### config.mk
export PLATFORM = sky130hd
export DESIGN_NAME = div_issue_ctrl
export DESIGN_NICKNAME = d
export VERILOG_FILES = /design/src/rtl/div_issue_ctrl.sv
export SDC_FILE = /design/constraint.sdc
export NUM_CORES = 1
export LEC_CHECK = 0
export BUFFER_PORTS_ARGS = -buffer_cell sky130_fd_sc_hd__buf_2
export CAP_MARGIN = 20
export CORE_AREA = 3 3 107 109
export CTS_CLUSTER_SIZE = 10
export DETAILED_ROUTE_END_ITERATION = 10
export DIE_AREA = 0 0 110 112
export PLACE_DENSITY = 0.64
export SLEW_MARGIN = 40
export SYNTH_ARGS = -nofsm -noshare
export SYNTH_HDL_FRONTEND = slang
export SYNTH_SLANG_ARGS = --single-unit
### constraint.sdc
create_clock -name clk -period 2.1 [get_ports clk]
set_clock_uncertainty 0.1 [all_clocks]
set_input_delay 0 -clock clk [delete_from_list [all_inputs] [get_ports clk]]
set_output_delay 0 -clock clk [all_outputs]
set_load 0.01 [all_outputs]
### src/rtl/div_issue_ctrl.sv
// Execute-stage issue controller for the iterative 32-bit divider: latches DIV/DIVU operands,
// runs the start/annul handshake, stalls EX until ready and emits a one-cycle HI/LO write.
// Optional feature: define DIV_ZERO_TRAP_EN to trap zero divisors instead of issuing them.
module div_issue_ctrl (
  input  logic        clk,
  input  logic        rst,
  input  logic        valid_i,
  input  logic [4:0]  op_i,
  input  logic [31:0] opdata1_i,
  input  logic [31:0] opdata2_i,
  input  logic        flush_i,
  output logic        stall_o,
  output logic [4:0]  div_op_o,
  output logic [31:0] div_opdata1_o,
  output logic [31:0] div_opdata2_o,
  output logic        div_start_o,
  output logic        div_annul_o,
  input  logic [63:0] div_result_i,
  input  logic        div_ready_i,
  output logic        hi_we_o,
  output logic [31:0] hi_o,
  output logic [31:0] lo_o,
  output logic        div_zero_exc_o,
  output logic [1:0]  dbg_state_o
);

  // Control codes, kept in step with alu_defines.vh.
  localparam logic [4:0] DIV_CONTROL  = 5'b11010;
  localparam logic [4:0] DIVU_CONTROL = 5'b11011;

  typedef enum logic [1:0] {
    IDLE  = 2'd0,
    BUSY  = 2'd1,
    DRAIN = 2'd2
  } state_t;

  // Handshake: the divider runs while div_start_o is high and raises div_ready_i when done,
  // holding it until start drops; div_annul_o is a single-cycle abort that always comes with
  // start falling on the next edge. hi_we_o is the only result qualifier; hi_o/lo_o are 0 otherwise.

  state_t      state_q, state_d;
  logic        start_q, start_d;
  logic [4:0]  op_q, op_d;
  logic [31:0] a_q, a_d;
  logic [31:0] b_q, b_d;

  logic is_div;
  logic req;
  logic zero_trap;
  logic stall;
  logic annul;
  logic we;
  logic exc;

  always_comb begin
    is_div = (op_i == DIV_CONTROL) || (op_i == DIVU_CONTROL);
    req    = valid_i & is_div & ~flush_i;
`ifdef DIV_ZERO_TRAP_EN
    zero_trap = req & (opdata2_i == 32'd0);
`else
    zero_trap = 1'b0;
`endif

    state_d = state_q;
    start_d = start_q;
    op_d    = op_q;
    a_d     = a_q;
    b_d     = b_q;
    stall   = 1'b0;
    annul   = 1'b0;
    we      = 1'b0;
    exc     = 1'b0;

    case (state_q)
      IDLE: begin
        stall = req & ~zero_trap;
        exc   = zero_trap;
        if (req && !zero_trap) begin
          op_d    = op_i;
          a_d     = opdata1_i;
          b_d     = opdata2_i;
          start_d = 1'b1;
          state_d = BUSY;
        end
      end
      BUSY: begin
        // Flush takes priority so an annulled run never writes HI/LO.
        if (flush_i) begin
          annul   = 1'b1;
          start_d = 1'b0;
          state_d = DRAIN;
        end else if (div_ready_i) begin
          we      = 1'b1;
          start_d = 1'b0;
          state_d = DRAIN;
        end else begin
          stall = 1'b1;
        end
      end
      DRAIN: begin
        // One cycle with start low lets the divider fall back to its free state.
        stall   = req;
        start_d = 1'b0;
        state_d = IDLE;
      end
      default: begin
        start_d = 1'b0;
        state_d = IDLE;
      end
    endcase
  end

  always_ff @(posedge clk or negedge rst) begin
    if (!rst) begin
      state_q <= IDLE;
      start_q <= 1'b0;
      op_q    <= 5'd0;
      a_q     <= 32'd0;
      b_q     <= 32'd0;
    end else begin
      state_q <= state_d;
      start_q <= start_d;
      op_q    <= op_d;
      a_q     <= a_d;
      b_q     <= b_d;
    end
  end

  assign stall_o        = stall;
  assign div_annul_o    = annul;
  assign hi_we_o        = we;
  assign div_zero_exc_o = exc;
  assign div_start_o    = start_q;
  assign div_op_o       = op_q;
  assign div_opdata1_o  = a_q;
  assign div_opdata2_o  = b_q;
  assign hi_o           = we ? div_result_i[63:32] : 32'd0;
  assign lo_o           = we ? div_result_i[31:0]  : 32'd0;
  assign dbg_state_o    = state_q;

endmodule
==> impl_metrics.prom <==
# TYPE chip_impl_metric gauge
chip_impl_metric{name="grt_remaining_overflow",unit=""} 0
chip_impl_metric{name="power.density",unit="nW/um2"} 657
chip_impl_info{name="crit_path_top_delay_cell",value="sky130_fd_sc_hd__dfrtp_1"} 1
chip_impl_metric{name="reg2reg_setup_slack",unit="ps"} 240
chip_impl_metric{name="number_of_antenna_violations_at_the_first_check_in_global_routing",unit=""} 0
chip_impl_info{name="cts_root_buffer",value="sky130_fd_sc_hd__clkbuf_8"} 1
chip_impl_metric{name="core-area",unit="um2"} 10700
chip_impl_metric{name="required",unit="ps"} 2000
chip_impl_metric{name="regArea",unit="um2"} 1800
chip_impl_info{name="hold_start",value="valid_i"} 1
chip_impl_metric{name="die_y",unit="um"} 112
chip_impl_info{name="layout.cells.most_common_list",value="275 x sky130_fd_sc_hd__buf_2, 72 x sky130_fd_sc_hd__dfrtp_1, 69 x sky130_fd_sc_hd__dlygate4sd3_1, 65 x sky130_fd_sc_hd__and2_1, 62 x sky130_fd_sc_hd__mux2_2"} 1
chip_impl_metric{name="power.ir.vdd_worst",unit="V"} 0.000405
chip_impl_metric{name="final-hold-violation-count",unit=""} 0
chip_impl_metric{name="detail_route.iter0.violations",unit=""} 91
chip_impl_metric{name="tritoncts.num_buffers",unit=""} 9
chip_impl_metric{name="die_area",unit="um2"} 12300
chip_impl_metric{name="seq_area_frac_synth",unit=""} 0.563
chip_impl_metric{name="nNetsFinal",unit=""} 726
chip_impl_metric{name="minimum_clock_period",unit="ps"} 1950
chip_impl_metric{name="power.net_switching",unit="mW"} 1.05
chip_impl_metric{name="routed_via_density",unit=""} 4.18
chip_impl_metric{name="globalRouteTotalUtil",unit=""} 0.162
chip_impl_metric{name="floorplan.io_pins",unit=""} 278
chip_impl_metric{name="clkLatencyLatePin",unit="ps"} 330
chip_impl_info{name="cts_tree",value="yes"} 1
chip_impl_metric{name="data_arrival_time_of_the_critical_path",unit="ps"} 1850
chip_impl_info{name="result_of_the_run",value="completed"} 1
chip_impl_info{name="rsz_0062_raised_after_global_routing",value="false"} 1
chip_impl_info{name="crit-reg2reg-capture",value="dbg_state_o[0]$_DFFE_PN0P_"} 1
chip_impl_metric{name="register_bit_total_from_synthesis",unit=""} 72
chip_impl_metric{name="first_global_vias",unit=""} 3138
chip_impl_metric{name="routabilityCongestion",unit=""} 0.727
chip_impl_metric{name="num-fill-cells",unit=""} 958
chip_impl_metric{name="drv_cap",unit=""} 0
chip_impl_metric{name="setup_ws",unit="ps"} 154
chip_impl_metric{name="h_tree_levels",unit=""} 3
chip_impl_metric{name="ys_types",unit=""} 22
chip_impl_metric{name="drtAntennaViolNets",unit=""} 0
chip_impl_metric{name="multi_input_gate_area",unit="um2"} 1280
chip_impl_info{name="critical_path.startpoint",value="dbg_state_o[1]$_DFFE_PN0P_"} 1
chip_impl_info{name="hold_path.class",value="primary input to register"} 1
chip_impl_metric{name="place_ws",unit="ps"} 372
chip_impl_metric{name="die-width",unit="um"} 110
chip_impl_info{name="rr_startpoint",value="dbg_state_o[0]$_DFFE_PN0P_"} 1
chip_impl_metric{name="combinationalPowerShare",unit=""} 0.255
chip_impl_metric{name="global_route_wire_length_before_repair",unit="um"} 15800
chip_impl_info{name="critPathCaptureType",value="output port"} 1
chip_impl_metric{name="io_buffer_count",unit=""} 276
chip_impl_metric{name="grt_max_degree",unit=""} 73
chip_impl_metric{name="power.share.sequential",unit=""} 0.479
chip_impl_metric{name="first_pass_detailed_route_iteration_total",unit=""} 4
chip_impl_metric{name="final_core_util",unit=""} 0.525
chip_impl_metric{name="final_routed_wirelength_across_all_metal_layers",unit="um"} 10600
chip_impl_metric{name="postSynthCellCount",unit=""} 237
chip_impl_metric{name="cellLeakagePower",unit="nW"} 3.19
chip_impl_metric{name="clock_tree.buffer_depth",unit=""} 2
chip_impl_metric{name="post_route_cells_drive_above_1_share",unit=""} 0.621
chip_impl_metric{name="drcViolationCount",unit=""} 0
chip_impl_metric{name="worst-r2r-cell-count",unit=""} 5
chip_impl_info{name="worstSetupEndpoint",value="hi_o[2]"} 1
chip_impl_metric{name="finalSetupViolCount",unit=""} 0
chip_impl_info{name="path_cells",value="nand2b_1 > nor3b_4 > buf_12 > and2_1 > buf_2"} 1
chip_impl_metric{name="route.detailed.wl_per_inst",unit="um"} 14.5
chip_impl_metric{name="swShare",unit=""} 0.285
chip_impl_metric{name="worstPathMaxFanout",unit=""} 65
chip_impl_metric{name="number_of_sinks_handled_by_clock_tree_synthesis",unit=""} 72
chip_impl_metric{name="synth.yosys.warnings",unit=""} 0
chip_impl_metric{name="area_growth_syn_to_layout",unit="%"} 75.7
chip_impl_metric{name="place.detailed.hpwl",unit="um"} 7370
chip_impl_metric{name="maxSlewViolCount",unit=""} 0
chip_impl_info{name="worstSetupPathType",value="register to output port"} 1
chip_impl_metric{name="effective_utilization_at_floorplan",unit=""} 0.299
chip_impl_metric{name="actual_transition_at_the_worst_max_transition_pin",unit="ps"} 628
chip_impl_metric{name="synth.net_count",unit=""} 375
chip_impl_metric{name="syn_area_per_cell",unit="um2"} 13.5
chip_impl_metric{name="timing.max_slew.rel_slack",unit=""} 0.581
chip_impl_info{name="netlist_top_cells_area",value="sky130_fd_sc_hd__dfrtp_1 56%, sky130_fd_sc_hd__mux2_2 22%, sky130_fd_sc_hd__and2_1 13%"} 1
chip_impl_info{name="synth_area_leader_cell",value="sky130_fd_sc_hd__dfrtp_1"} 1
chip_impl_metric{name="timing.fmax",unit="MHz"} 514
chip_impl_metric{name="worst_path_largest_cell_delay",unit="ps"} 400
chip_impl_metric{name="timing.final.crit_share",unit=""} 0.927
chip_impl_metric{name="antenna_cells",unit=""} 0
chip_impl_info{name="critical_path.startpoint_type",value="register"} 1
chip_impl_metric{name="post-synth-top-area-fraction",unit=""} 0.563
chip_impl_metric{name="std_cell_rows",unit=""} 38
chip_impl_info{name="layout.cells.most_common",value="sky130_fd_sc_hd__buf_2"} 1
chip_impl_metric{name="dr_total_vias",unit=""} 3061
chip_impl_metric{name="clock_power_share",unit=""} 0.266
chip_impl_metric{name="setup_total_negative_slack",unit="ps"} 0
chip_impl_metric{name="p_int",unit="mW"} 2.64
chip_impl_metric{name="post_synth_instance_area",unit="um2"} 3200
chip_impl_metric{name="clkSlewWorstSetupHoldPaths",unit="ps"} 70
power groups by stage:
stage | logic [mW] | clock network (mW) | registers, mW
2_1_floorplan | 0.242 | 0 | 1.92
3_3_place_gp | 0.822 | 0 | 1.79
3_5_place_dp | 0.844 | 0 | 1.79
4_1_cts | 0.944 | 1.03 | 1.77
5_1_grt | 1.03 | 1.08 | 1.80
6_report | 0.942 | 0.982 | 1.77
critical path, delay by kind of cell (launching register included):
family | cells | cell delay [ps]
AND/OR/NAND/NOR | 3 | 720
flip-flops | 1 | 400
buffers and inverters | 2 | 380
cells by family (layout without fill, tap and decap cells):
group	count (synthesis)	after routing	synth area share
multiplexers	65	65	0.229
AO/OA/AOI/OAI	4	4	0.00900
buffers and inverters	16	372	0.0383
other	1	1	0.00117
AND/OR/NAND/NOR	79	79	0.159
flip-flops	72	72	0.563
what timing repair did:
item / in CTS / in global routing
endpoints found under the setup margin: 2 / 35
pin swaps: 0 / 1
setup buffers: 0 / 6
gates resized for setup: 1 / 3
endpoints found under the hold margin: 140 / 0
hold buffers: 69 / 0
per-layer routing:
| metal | global-route usage | up-vias | share of wire |
|---|---|---|---|
| met5 | 0 | - | 0 |
| met1 | 0.195 | 1426 | 0.40 |
| met3 | 0.0464 | 21 | 0.072 |
| met2 | 0.273 | 128 | 0.50 |
| met4 | 0.0590 | 0 | 0.023 |
| li1 | - | 1486 | - |
cell type report:
class,instances,area share
clock inverters,6,0.00779
well taps,140,0.0312
clock buffers,10,0.0245
repair buffers,355,0.388
inverters,1,0.000668
flip-flops and latches,72,0.321
multi-input cells,149,0.228
metrics by stage:
step | total power, mW | std cells | hold slack [ps] | cell area, um2
floorplan | 2.16 | 237 | -396 | 3200
global placement | 2.61 | 642 | 75.0 | 4690
detailed placement | 2.63 | 642 | -43.2 | 4690
CTS | 3.74 | 727 | 4.27 | 5570
global route | 3.91 | 733 | 19.5 | 5620
finish | 3.69 | 733 | 22.6 | 5620
how the worst min path moves through the flow:
stage / end / slack (ps) / cells after the start
5_1_grt: div_start_o$_DFFE_PN0P_ / 20 / 4
6_report: div_start_o$_DFFE_PN0P_ / 20 / 4
4_1_cts: div_start_o$_DFFE_PN0P_ / 4 / 4
3_5_place_dp: div_opdata2_o[17]$_DFFE_PN0P_ / -40 / 1
2_1_floorplan: dbg_state_o[0]$_DFFE_PN0P_ / -400 / 0
3_3_place_gp: div_opdata1_o[20]$_DFFE_PN0P_ / 70 / 1
flip-flops by register name (all words and copies together) (netlist names):
register,count
div_op_o,5
div_opdata1_o,32
div_opdata2_o,32
dbg_state_o,2
div_start_o,1
synthesized netlist by cell type, drive strengths merged:
cell type,count
nor2b,1
nor3b,1
and4b,1
inv,1
a211oi,1
buf,7
o32ai,1
nor2,4
and2,65
a21oi,1
mux2,65
nand2,2
dfrtp,72
o31ai,1
nand2b,4
clkbuf,8
conb,1
nand3,1
Power figures use the tool's default switching activity.
